### config.mk
export PLATFORM = sky130hd
export DESIGN_NAME = bb_target_reset_ctrl_flat
export DESIGN_NICKNAME = d
export VERILOG_FILES = /design/src/rtl/bb_rst_pkg.sv /design/src/rtl/bb_target_reset_ctrl_if.sv /design/src/rtl/bb_rst_stretch.sv /design/src/rtl/bb_target_reset_ctrl.sv /design/src/flat_wrapper.sv
export SDC_FILE = /design/constraint.sdc
export NUM_CORES = 1
export LEC_CHECK = 0
export CAP_MARGIN = 20
export CORE_ASPECT_RATIO = 0.8
export CORE_MARGIN = 3
export CORE_UTILIZATION = 50
export CTS_CLUSTER_DIAMETER = 200
export DETAILED_ROUTE_END_ITERATION = 8
export MAX_ROUTING_LAYER = met4
export PLACE_DENSITY = 0.7
export SYNTH_ARGS = -nofsm -noshare
export SYNTH_HDL_FRONTEND = slang
export SYNTH_SLANG_ARGS = --single-unit
export TNS_END_PERCENT = 20
### constraint.sdc
create_clock -name CLK -period 2.25 [get_ports CLK]
set_clock_uncertainty 0.1 [all_clocks]
set_input_delay 0.5625 -clock CLK [delete_from_list [all_inputs] [get_ports CLK]]
set_output_delay 0.5625 -clock CLK [all_outputs]
set_load 0.01 [all_outputs]
### src/rtl/bb_rst_pkg.sv
// Shared definitions for the target reset conditioning stage: reset-channel
// FSM state encoding and synchronizer depth.
package bb_rst_pkg;

    localparam int unsigned SYNC_DEPTH = 2;

    typedef enum logic [1:0] {
        ST_IDLE    = 2'd0,
        ST_ASSERT  = 2'd1,
        ST_HOLD    = 2'd2,
        ST_RELEASE = 2'd3
    } rst_state_e;

endpackage

### src/rtl/bb_target_reset_ctrl_if.sv
// Signal bundle between the FT2232 MPSSE side, the JTAG connector pins and
// the reset conditioning stage.
interface bb_target_reset_ctrl_if;

    logic FT_nSRST_OE;
    logic FT_nSRST_OUT;
    logic FT_nTRST_OE;
    logic FT_nTRST_OUT;
    logic nSRST_PIN;
    logic TARGET_PRESENT;
    logic nSRST_DRV;
    logic nTRST_DRV;
    logic FT_nSRST_IN;
    logic FT_TARGET_PRESENT;
    logic SRST_FAULT;

    modport master (
        output FT_nSRST_OE, FT_nSRST_OUT, FT_nTRST_OE, FT_nTRST_OUT,
        output nSRST_PIN, TARGET_PRESENT,
        input  nSRST_DRV, nTRST_DRV, FT_nSRST_IN, FT_TARGET_PRESENT, SRST_FAULT
    );

    modport slave (
        input  FT_nSRST_OE, FT_nSRST_OUT, FT_nTRST_OE, FT_nTRST_OUT,
        input  nSRST_PIN, TARGET_PRESENT,
        output nSRST_DRV, nTRST_DRV, FT_nSRST_IN, FT_TARGET_PRESENT, SRST_FAULT
    );

endinterface

### src/rtl/bb_rst_stretch.sv
// One reset channel: request synchronizer, minimum-width pulse stretcher and
// release wait (pin read-back with timeout, or fixed recovery time).
module bb_rst_stretch
    import bb_rst_pkg::*;
#(
    parameter int unsigned CNT_W           = 12,
    parameter int unsigned ASSERT_MIN_CYC  = 500,
    parameter int unsigned RELEASE_TMO_CYC = 4000,
    parameter int unsigned RECOVER_CYC     = 64,
    parameter bit          READBACK        = 1'b0
) (
    input  logic i_clk,
    input  logic i_rst,
    input  logic i_req,
    input  logic i_pin,
    output logic o_drv,
    output logic o_fault
);

    localparam logic [CNT_W-1:0] LP_ASSERT_LD = CNT_W'(ASSERT_MIN_CYC - 1);
    localparam logic [CNT_W-1:0] LP_REL_LAST  =
        CNT_W'((READBACK ? RELEASE_TMO_CYC : RECOVER_CYC) - 1);
    localparam logic [CNT_W-1:0] LP_CNT_MAX   = '1;

    logic [SYNC_DEPTH-1:0] r_req_sync;
    rst_state_e            r_state;
    logic [CNT_W-1:0]      r_cnt;
    logic                  w_req;
    logic                  w_pin_hi;

    assign w_req    = r_req_sync[SYNC_DEPTH-1];
    assign w_pin_hi = READBACK && i_pin;

    // ASSERT counts down the minimum width; RELEASE counts up the wait.
    always_ff @(posedge i_clk or posedge i_rst) begin
        if (i_rst) begin
            r_req_sync <= '0;
            r_state    <= ST_IDLE;
            r_cnt      <= '0;
            o_drv      <= 1'b0;
            o_fault    <= 1'b0;
        end else begin
            r_req_sync <= {r_req_sync[SYNC_DEPTH-2:0], i_req};
            case (r_state)
                ST_IDLE: begin
                    if (w_req) begin
                        r_state <= ST_ASSERT;
                        r_cnt   <= LP_ASSERT_LD;
                        o_drv   <= 1'b1;
                        o_fault <= 1'b0;
                    end
                end
                ST_ASSERT: begin
                    if (r_cnt == '0) begin
                        if (w_req) begin
                            r_state <= ST_HOLD;
                        end else begin
                            r_state <= ST_RELEASE;
                            o_drv   <= 1'b0;
                        end
                    end else begin
                        r_cnt <= r_cnt - 1'b1;
                    end
                end
                ST_HOLD: begin
                    if (!w_req) begin
                        r_state <= ST_RELEASE;
                        r_cnt   <= '0;
                        o_drv   <= 1'b0;
                    end
                end
                ST_RELEASE: begin
                    if (w_req) begin
                        r_state <= ST_ASSERT;
                        r_cnt   <= LP_ASSERT_LD;
                        o_drv   <= 1'b1;
                        o_fault <= 1'b0;
                    end else if (w_pin_hi) begin
                        r_state <= ST_IDLE;
                        r_cnt   <= '0;
                    end else if (r_cnt >= LP_REL_LAST) begin
                        r_state <= ST_IDLE;
                        r_cnt   <= '0;
                        o_fault <= READBACK;
                    end else if (r_cnt != LP_CNT_MAX) begin
                        r_cnt <= r_cnt + 1'b1;
                    end
                end
                default: begin
                    r_state <= ST_IDLE;
                    r_cnt   <= '0;
                    o_drv   <= 1'b0;
                end
            endcase
        end
    end

endmodule

### src/rtl/bb_target_reset_ctrl.sv
// Target reset/presence conditioning: stretches FT nSRST/nTRST requests into
// open-drain pulls and debounces the nSRST read-back and TARGET_PRESENT.
// Define SRST_READBACK_EN to end the nSRST release on pin read-back with a
// timeout fault; otherwise nSRST uses a fixed recovery wait.
module bb_target_reset_ctrl
    import bb_rst_pkg::*;
#(
    parameter int unsigned ASSERT_MIN_CYC  = 500,
    parameter int unsigned DEBOUNCE_CYC    = 8,
    parameter int unsigned RELEASE_TMO_CYC = 4000,
    parameter int unsigned RECOVER_CYC     = 64,
    parameter int unsigned CNT_W           = 12
) (
    input  logic                 CLK,
    input  logic                 RST,
    bb_target_reset_ctrl_if.slave bus
);

`ifdef SRST_READBACK_EN
    localparam bit LP_SRST_RB = 1'b1;
`else
    localparam bit LP_SRST_RB = 1'b0;
`endif

    localparam int unsigned      LP_NDB      = 2;
    localparam logic [LP_NDB-1:0] LP_DB_RST  = 2'b01;
    localparam logic [CNT_W-1:0]  LP_DB_LAST = CNT_W'(DEBOUNCE_CYC - 1);

    logic                  w_srst_req;
    logic                  w_trst_req;
    logic                  w_pin_sync;
    logic                  w_trst_fault_unused;
    logic [LP_NDB-1:0]     w_raw;
    logic [SYNC_DEPTH-1:0] r_db_sync [LP_NDB];
    logic [CNT_W-1:0]      r_db_cnt  [LP_NDB];
    logic [LP_NDB-1:0]     r_db_out;

    assign w_srst_req = bus.FT_nSRST_OE & ~bus.FT_nSRST_OUT;
    assign w_trst_req = bus.FT_nTRST_OE & ~bus.FT_nTRST_OUT;
    assign w_raw      = {bus.TARGET_PRESENT, bus.nSRST_PIN};
    assign w_pin_sync = r_db_sync[0][SYNC_DEPTH-1];

    bb_rst_stretch #(
        .CNT_W           (CNT_W),
        .ASSERT_MIN_CYC  (ASSERT_MIN_CYC),
        .RELEASE_TMO_CYC (RELEASE_TMO_CYC),
        .RECOVER_CYC     (RECOVER_CYC),
        .READBACK        (LP_SRST_RB)
    ) u_srst (
        .i_clk   (CLK),
        .i_rst   (RST),
        .i_req   (w_srst_req),
        .i_pin   (w_pin_sync),
        .o_drv   (bus.nSRST_DRV),
        .o_fault (bus.SRST_FAULT)
    );

    bb_rst_stretch #(
        .CNT_W           (CNT_W),
        .ASSERT_MIN_CYC  (ASSERT_MIN_CYC),
        .RELEASE_TMO_CYC (RELEASE_TMO_CYC),
        .RECOVER_CYC     (RECOVER_CYC),
        .READBACK        (1'b0)
    ) u_trst (
        .i_clk   (CLK),
        .i_rst   (RST),
        .i_req   (w_trst_req),
        .i_pin   (1'b0),
        .o_drv   (bus.nTRST_DRV),
        .o_fault (w_trst_fault_unused)
    );

    // Channel 0 = nSRST read-back (idles high), channel 1 = presence (idles low).
    always_ff @(posedge CLK or posedge RST) begin
        if (RST) begin
            for (int i = 0; i < LP_NDB; i++) begin
                r_db_sync[i] <= {SYNC_DEPTH{LP_DB_RST[i]}};
                r_db_cnt[i]  <= '0;
            end
            r_db_out <= LP_DB_RST;
        end else begin
            for (int i = 0; i < LP_NDB; i++) begin
                r_db_sync[i] <= {r_db_sync[i][SYNC_DEPTH-2:0], w_raw[i]};
                if (r_db_sync[i][SYNC_DEPTH-1] == r_db_out[i]) begin
                    r_db_cnt[i] <= '0;
                end else if (r_db_cnt[i] >= LP_DB_LAST) begin
                    r_db_out[i] <= ~r_db_out[i];
                    r_db_cnt[i] <= '0;
                end else begin
                    r_db_cnt[i] <= r_db_cnt[i] + 1'b1;
                end
            end
        end
    end

    assign bus.FT_nSRST_IN       = r_db_out[0];
    assign bus.FT_TARGET_PRESENT = r_db_out[1];

endmodule

### src/flat_wrapper.sv
// flat-port wrapper written by rule: the top's interface ports become plain ports
module bb_target_reset_ctrl_flat import bb_rst_pkg::*;
#(
    parameter int unsigned ASSERT_MIN_CYC  = 500,
    parameter int unsigned DEBOUNCE_CYC    = 8,
    parameter int unsigned RELEASE_TMO_CYC = 4000,
    parameter int unsigned RECOVER_CYC     = 64,
    parameter int unsigned CNT_W           = 12
)
  (CLK, RST, bus_FT_nSRST_OE, bus_FT_nSRST_OUT, bus_FT_nTRST_OE, bus_FT_nTRST_OUT, bus_nSRST_PIN, bus_TARGET_PRESENT, bus_nSRST_DRV, bus_nTRST_DRV, bus_FT_nSRST_IN, bus_FT_TARGET_PRESENT, bus_SRST_FAULT);
  bb_target_reset_ctrl_if bus_i ();
  input  logic CLK;
  input  logic RST;
  input wire logic [$bits(bus_i.FT_nSRST_OE)-1:0] bus_FT_nSRST_OE;
  input wire logic [$bits(bus_i.FT_nSRST_OUT)-1:0] bus_FT_nSRST_OUT;
  input wire logic [$bits(bus_i.FT_nTRST_OE)-1:0] bus_FT_nTRST_OE;
  input wire logic [$bits(bus_i.FT_nTRST_OUT)-1:0] bus_FT_nTRST_OUT;
  input wire logic [$bits(bus_i.nSRST_PIN)-1:0] bus_nSRST_PIN;
  input wire logic [$bits(bus_i.TARGET_PRESENT)-1:0] bus_TARGET_PRESENT;
  output wire logic [$bits(bus_i.nSRST_DRV)-1:0] bus_nSRST_DRV;
  output wire logic [$bits(bus_i.nTRST_DRV)-1:0] bus_nTRST_DRV;
  output wire logic [$bits(bus_i.FT_nSRST_IN)-1:0] bus_FT_nSRST_IN;
  output wire logic [$bits(bus_i.FT_TARGET_PRESENT)-1:0] bus_FT_TARGET_PRESENT;
  output wire logic [$bits(bus_i.SRST_FAULT)-1:0] bus_SRST_FAULT;
  assign bus_i.FT_nSRST_OE = bus_FT_nSRST_OE;
  assign bus_i.FT_nSRST_OUT = bus_FT_nSRST_OUT;
  assign bus_i.FT_nTRST_OE = bus_FT_nTRST_OE;
  assign bus_i.FT_nTRST_OUT = bus_FT_nTRST_OUT;
  assign bus_i.nSRST_PIN = bus_nSRST_PIN;
  assign bus_i.TARGET_PRESENT = bus_TARGET_PRESENT;
  assign bus_nSRST_DRV = bus_i.nSRST_DRV;
  assign bus_nTRST_DRV = bus_i.nTRST_DRV;
  assign bus_FT_nSRST_IN = bus_i.FT_nSRST_IN;
  assign bus_FT_TARGET_PRESENT = bus_i.FT_TARGET_PRESENT;
  assign bus_SRST_FAULT = bus_i.SRST_FAULT;
  bb_target_reset_ctrl #(.ASSERT_MIN_CYC(ASSERT_MIN_CYC), .DEBOUNCE_CYC(DEBOUNCE_CYC), .RELEASE_TMO_CYC(RELEASE_TMO_CYC), .RECOVER_CYC(RECOVER_CYC), .CNT_W(CNT_W)) u_core (.CLK(CLK), .RST(RST), .bus(bus_i));
endmodule
==> flow_summary.toml, run 1 <==
[global_routing]
grt_max_degree = 23
grt_usage_pct = 19.8
grt_overflow_total = 0
grt_pass1_vias = 2465
grt_pass1_wl_microns = 11200
antenna_found_initial = 0

[route]
drc = 0
avgRoutedWirePerCell_microns = 14.1
wirelength_microns = 6470
routed_via_density = 5.55
dr_total_vias = 2544
antenna_left = 0
drt_iter0_drc = 213
first_pass_iters = 4

[critical_path]
timing.critical_path.cells = "or4_4 > a311o_1 > or2_4 > o32a_1 > o31ai_2"
crit_start = "u_core.u_srst.r_cnt[11]"
endpoint = "u_core.u_srst.r_cnt[2]"
path_depth = 5
cp.required_ns = 2.40
worstPathMaxFanout = 3
cp-end-kind = "flop"
crit_family = "compound AO/OA/AOI/OAI gates"
r2r_slack_ns = 0.002
crit_path_start_kind = "flop"
cpMaxStageDelayCell = "or4_4"
r2r_cells = 5
path_class = "flop to flop"
reg2reg_to = "u_core.u_srst.r_cnt[2]"
crit_buf_inv = 0
arrival_ns = 2.39
r2r-start = "u_core.u_srst.r_cnt[11]"
cpPeakStageDelay_ns = 0.57

[logic_synthesis]
synth-seq-area-share_pct = 49.0
synth-main-ff-cell = "dfrtp_1"
synth_cell_type_count = 57
synthArstFlopShare_pct = 100
netlist_area_sq_um = 3280
synthCells = 327
ys_ff_latch = 64
yosysTopAreaCell = "dfrtp_1"
synth_edf_count = 0
ys_top_cells_by_area = "dfrtp_1, ha_1, o21ai_0"
synth_area_per_cell_sq_um = 10.0
yosys_warnings = 0
synth.top_cell.area_share_pct = 46.5

[floorplanning]
dieWidth_microns = 96.5
die_y_microns = 78.4
num_rows = 25
start_util_pct = 53.5
core-area_sq_um = 6130
io-pin-count = 13
dieArea_sq_um = 7570

[layout]
stdcell_count = 458
area_delta_synth_final_pct = 19.2
drive_above_1_share_pct = 15.1
final_common_cell = "dfrtp_1"
antennaDiodeCount = 0
mostFrequentLayoutCells = "dfrtp_1, o21ai_0, nor2_1"
nets = 398

[timing]
finalSetupViolations = 0
relSlewSlack_pct = 56.8
final.period_utilization_pct = 99.9
rsz0062_at_grt = "yes"
drv_slew = 0
fin_setup_tns_ns = 0
max_freq_mhz = 445
worstMarginPinSlew_ns = 0.642
post-route-min-period_ns = 2.25
hold_viol_final = 0

[pwr]
ir_drop_uv = 717
power_density_nw_per_um2 = 1370
p_leak_nw = 1.79

[clock_tree]
clkTransAtPathRegs_ns = 0.07
ctsResizeCount = 0
clockBufferDepth = 2
ctsHoldBuffers = 0
cts_root_buf = "clkbuf_8"
tritoncts = "yes"
insertion_delay_ns = 0.33
cts_buffers = 9
cts_max_level = 3
post_cts_buffers = 1
clock-sinks = 64

[run]
maxCapViolCount = 0

[place]
post-dp-hpwl_microns = 4810
io_buffers = 11
place.gp.congestion = 0.897
place_inst = 441

[status]
status = "completed"

[hold_path]
worstHoldStart = "u_core.u_srst.r_req_sync[0]"
hold_class = "flop to flop"
==> registers in the layout, indices dropped and copies added, names as in the netlist, 2 cells and up <==
name and cells:
u_core.r_db_cnt 24, u_core.u_srst.r_cnt 12, u_core.u_trst.r_cnt 12, u_core.r_db_sync 4, u_core.r_db_out 2, u_core.u_srst.r_req_sync 2
u_core.u_srst.r_state 2, u_core.u_trst.r_req_sync 2, u_core.u_trst.r_state 2
==> logic make-up after synthesis <==
| logic type | share of synthesized area [%] |
|---|---|
| and+or+nand+nor | 16.8 |
| AOI/OAI and AO/OA | 16.8 |
| DFF | 49.0 |
| buffers and inverters | 4.62 |
| adders and majority gates | 6.87 |
| xor gates and xnor gates | 2.94 |
| muxes | 2.90 |
| other | 0.114 |
==> synthesized netlist by cell type (all sizes together), types with 2 or more instances <==
master / number
dfrtp: 61
nor2: 27
o21ai: 27
inv: 21
ha: 18
nand2: 18
nor3: 15
a21oi: 13
nand3: 13
clkbuf: 9
xnor2: 8
nor4: 7
buf: 6
mux2i: 5
o31ai: 5
a21o: 4
a22o: 4
a31oi: 4
mux2: 4
nor2b: 4
nor3b: 4
or2: 4
a211oi: 3
a41oi: 3
dfstp: 3
o41ai: 3
or4: 3
xor2: 3
a221o: 2
a41o: 2
and3: 2
nand2b: 2
nand4: 2
o32ai: 2
==> power by group <==
part	leakage, nW	switching (W)	internal, W	total [W]
Clock	0.113	0.000455	0.000657	0.00111
Combinational	0.881	0.00145	0.00114	0.00259
Sequential	0.799	0.000243	0.00141	0.00166
Total	1.79	0.00215	0.00321	0.00536
==> how the worst min path moves through the flow <==
stage	to	slack, ns	depth (start not counted)
global placement	u_core.u_srst.r_req_sync[1]	0.23	0
finish	u_core.u_srst.r_req_sync[1]	0.26	0
CTS	u_core.u_srst.r_req_sync[1]	0.25	0
global route	u_core.u_srst.r_req_sync[1]	0.26	0
detailed placement	u_core.u_trst.r_req_sync[1]	0.24	0
floorplan	u_core.r_db_sync[1]	0.23	0
==> per-layer routing <==
metal  part of all wire, %  vias to the layer above  track usage [%]
met1                    49                     1246             27.0
met5                     0                        -                -
met2                    46                       45             28.1
li1                      -                     1248                -
met4                  0.79                        0             6.72
met3                   4.7                        5             5.84
==> layout make-up <==
cell class              instances  area (sq um)
inverters                      21          82.6
multi-input cells             243          1590
fillers                       506          2220
well taps                      81           101
clock buffers                  10           138
flip-flops and latches         64          1610
clock inverters                 6          90.1
repair buffers                 33           300
==> stage by stage <==
stage          hold slack (ns)  power [W]  setup slack, ns  utilization [%]  instance area (sq um)
6_report                 0.256    0.00536          0.00225             63.8                   3910
3_5_place_dp             0.239    0.00422          0.00864             59.9                   3670
4_1_cts                  0.255    0.00538          0.00616             63.8                   3910
3_3_place_gp             0.232    0.00414           0.0739             59.9                   3670
5_1_grt                  0.258    0.00582          -0.0448             63.8                   3910
2_1_floorplan            0.231    0.00348         0.000645                -                   3350
==> worst reg2reg max path, stage by stage, from the launching register on <==
cell	delay, ns
dfrtp_1	0.40
or4_4	0.57
a311o_1	0.35
or2_4	0.25
o32a_1	0.30
o31ai_2	0.18
(Power assumes the default switching activity.)
==> run 2: changes to the inputs <==
Settings changed: CTS_CLUSTER_SIZE set to 25.
==> results of run 2 <==
No change in the layout: final DEF, timing and power equal those of run 1.
==> run 3: changes to the inputs <==
Settings changed: CORE_UTILIZATION 50 to 55, GPL_TIMING_DRIVEN set to 0, PLACE_DENSITY 0.7 to 0.76.
==> flow_summary.toml, run 3 (synthesis results as in run 1) <==
[critical_path]
r2r-start = "u_core.u_srst.r_cnt[11]"
crit_path_start_kind = "flop"
path_class = "flop to flop"
cp.required_ns = 2.41
reg2reg_to = "u_core.u_srst.r_cnt[2]"
cp-end-kind = "flop"
timing.critical_path.cells = "or4_4 > a311o_1 > or2_4 > o32a_1 > o31ai_2"
cpPeakStageDelay_ns = 0.54
r2r_cells = 5
crit_family = "compound AO/OA/AOI/OAI gates"
cpMaxStageDelayCell = "or4_4"
worstPathMaxFanout = 3
arrival_ns = 2.44
crit_buf_inv = 0
crit_start = "u_core.u_srst.r_cnt[11]"
r2r_slack_ns = -0.03

[clock_tree]
cts_buffers = 9
cts_root_buf = "clkbuf_8"
clockBufferDepth = 2
ctsHoldBuffers = 0
clkTransAtPathRegs_ns = 0.07
tritoncts = "yes"
clock-sinks = 64
cts_max_level = 3
insertion_delay_ns = 0.34

[run]
maxCapViolCount = 0

[layout]
area_delta_synth_final_pct = 20.3
stdcell_area_sq_um = 3950
antennaDiodeCount = 0
top_register = "u_core.r_db_cnt"
drive_above_1_share_pct = 15.8
reg_top3 = "u_core.r_db_cnt x24, u_core.u_srst.r_cnt x12, u_core.u_trst.r_cnt x12"
largest_reg_flops = 24
nets = 401
fillers = 441
mostFrequentLayoutCells = "dfrtp_1, o21ai_0, nor2_1"
final_common_cell = "dfrtp_1"

[route]
wl_met2_microns = 2900
first_pass_iters = 4
dr_total_vias = 2597
antenna_left = 0
dr_wl_met3_microns = 275
drc = 0
drt-met1-wl_microns = 3130
avgRoutedWirePerCell_microns = 14.0
highest_layer = "met4"
wirelength_microns = 6390
drt_iter0_drc = 235
routed_via_density = 5.67

[pwr]
p_int_w = 0.00317
power_frac_comb_pct = 51.6
p_leak_nw = 1.79
seqPwrFrac_pct = 29.9
ir_drop_uv = 902
p_sw_share_pct = 41.5
power.switching_w = 0.00225
p_clk_share_pct = 18.5
power_density_nw_per_um2 = 1370

[global_routing]
antenna_found_initial = 0
grt_pass1_wl_microns = 10800
grt_usage_pct = 20.5
grt_max_degree = 45
grt_pass1_vias = 2339
grt_overflow_total = 0

[place]
io_buffers = 11
dp_slack_ns = -0.214
dpl_cell_area_sq_um = 3580
place.gp.congestion = 0.858
post-dp-hpwl_microns = 4310

[timing]
fin_setup_tns_ns = -0.0293
post-route-min-period_ns = 2.28
rsz0062_at_grt = "yes"
setup_slack_ns = -0.0293
relSlewSlack_pct = 61.0
hold_slack_ns = 0.256
final.period_utilization_pct = 101
finalSetupViolations = 1
max_freq_mhz = 439
drv_slew = 0
worstMarginPinSlew_ns = 0.580
hold_viol_final = 0

[floorplanning]
die_y_microns = 75.1
dieWidth_microns = 92.3
io-pin-count = 13
dieArea_sq_um = 6930
num_rows = 24
core-area_sq_um = 5620
start_util_pct = 58.4

[status]
status = "complete, but fails checks"
violations = "negative setup slack"

[hold_path]
hold_class = "flop to flop"
min_path_cells = 0
hold_end = "u_core.r_db_sync[3]"
worstHoldStart = "u_core.r_db_sync[2]"
==> run 3: per-layer routing <==
| metal | up-vias | global-route usage (%) |
|---|---|---|
| met5 | - | - |
| met4 | 0 | 7.74 |
| met3 | 8 | 4.80 |
| met2 | 66 | 30.1 |
| met1 | 1267 | 28.0 |
| li1 | 1256 | - |
==> run 3: worst max-delay path by stage <==
| stage | end | slack (ns) | cells past startpoint |
|---|---|---|---|
| finish | u_core.u_srst.r_cnt[2] | -0.03 | 5 |
| global route | u_core.u_trst.r_cnt[9] | -0.09 | 7 |
| CTS | u_core.u_srst.r_cnt[2] | -0.07 | 7 |
| detailed placement | u_core.u_srst.r_state[1] | -0.21 | 5 |
| global placement | u_core.u_trst.r_cnt[9] | -0.16 | 8 |
| floorplan | u_core.u_srst.r_cnt[2] | 0.0006 | 6 |
==> run 3: worst reg2reg max path, stage by stage (launching register included) <==
cell and delay (ns):
dfrtp_1 0.38, or4_4 0.54, a311o_1 0.38, or2_4 0.29
o32a_1 0.30, o31ai_2 0.21
==> run 3: per-stage QoR <==
step                utilization, %  instances  total power (W)
detailed placement            63.8        433          0.00402
global route                  70.3        458          0.00582
global placement              63.4        432          0.00394
floorplan                        -        343          0.00348
CTS                           69.5        456          0.00529
finish                        70.3        458          0.00542
==> run 3: final cells by class <==
class | instances | area [sq um] | share of cell area [%]
clock buffer | 11 | 151 | 3.84
clock inverter | 5 | 55.1 | 1.40
tap | 78 | 97.6 | 2.47
timing repair buffer | 24 | 220 | 5.58
sequential | 64 | 1610 | 40.7
inverter | 21 | 82.6 | 2.09
buffer | 12 | 62.6 | 1.59
multi-input combinational | 243 | 1670 | 42.3
==> run 3: power by group through the flow <==
stage / clock, W / sequential [W] / combinational [W]
2_1_floorplan: 0 / 0.00161 / 0.00187
3_3_place_gp: 0 / 0.00164 / 0.00229
3_5_place_dp: 0 / 0.00165 / 0.00237
4_1_cts: 0.00103 / 0.00161 / 0.00265
5_1_grt: 0.00108 / 0.00165 / 0.00308
6_report: 0.00100 / 0.00162 / 0.00280
==> run 3: what timing repair did <==
item / in CTS / in global routing
endpoints found under the setup margin: 18 / 24
buffers inserted: 9 / 3
pin swaps: 6 / 8
gates resized for setup: 10 / 7
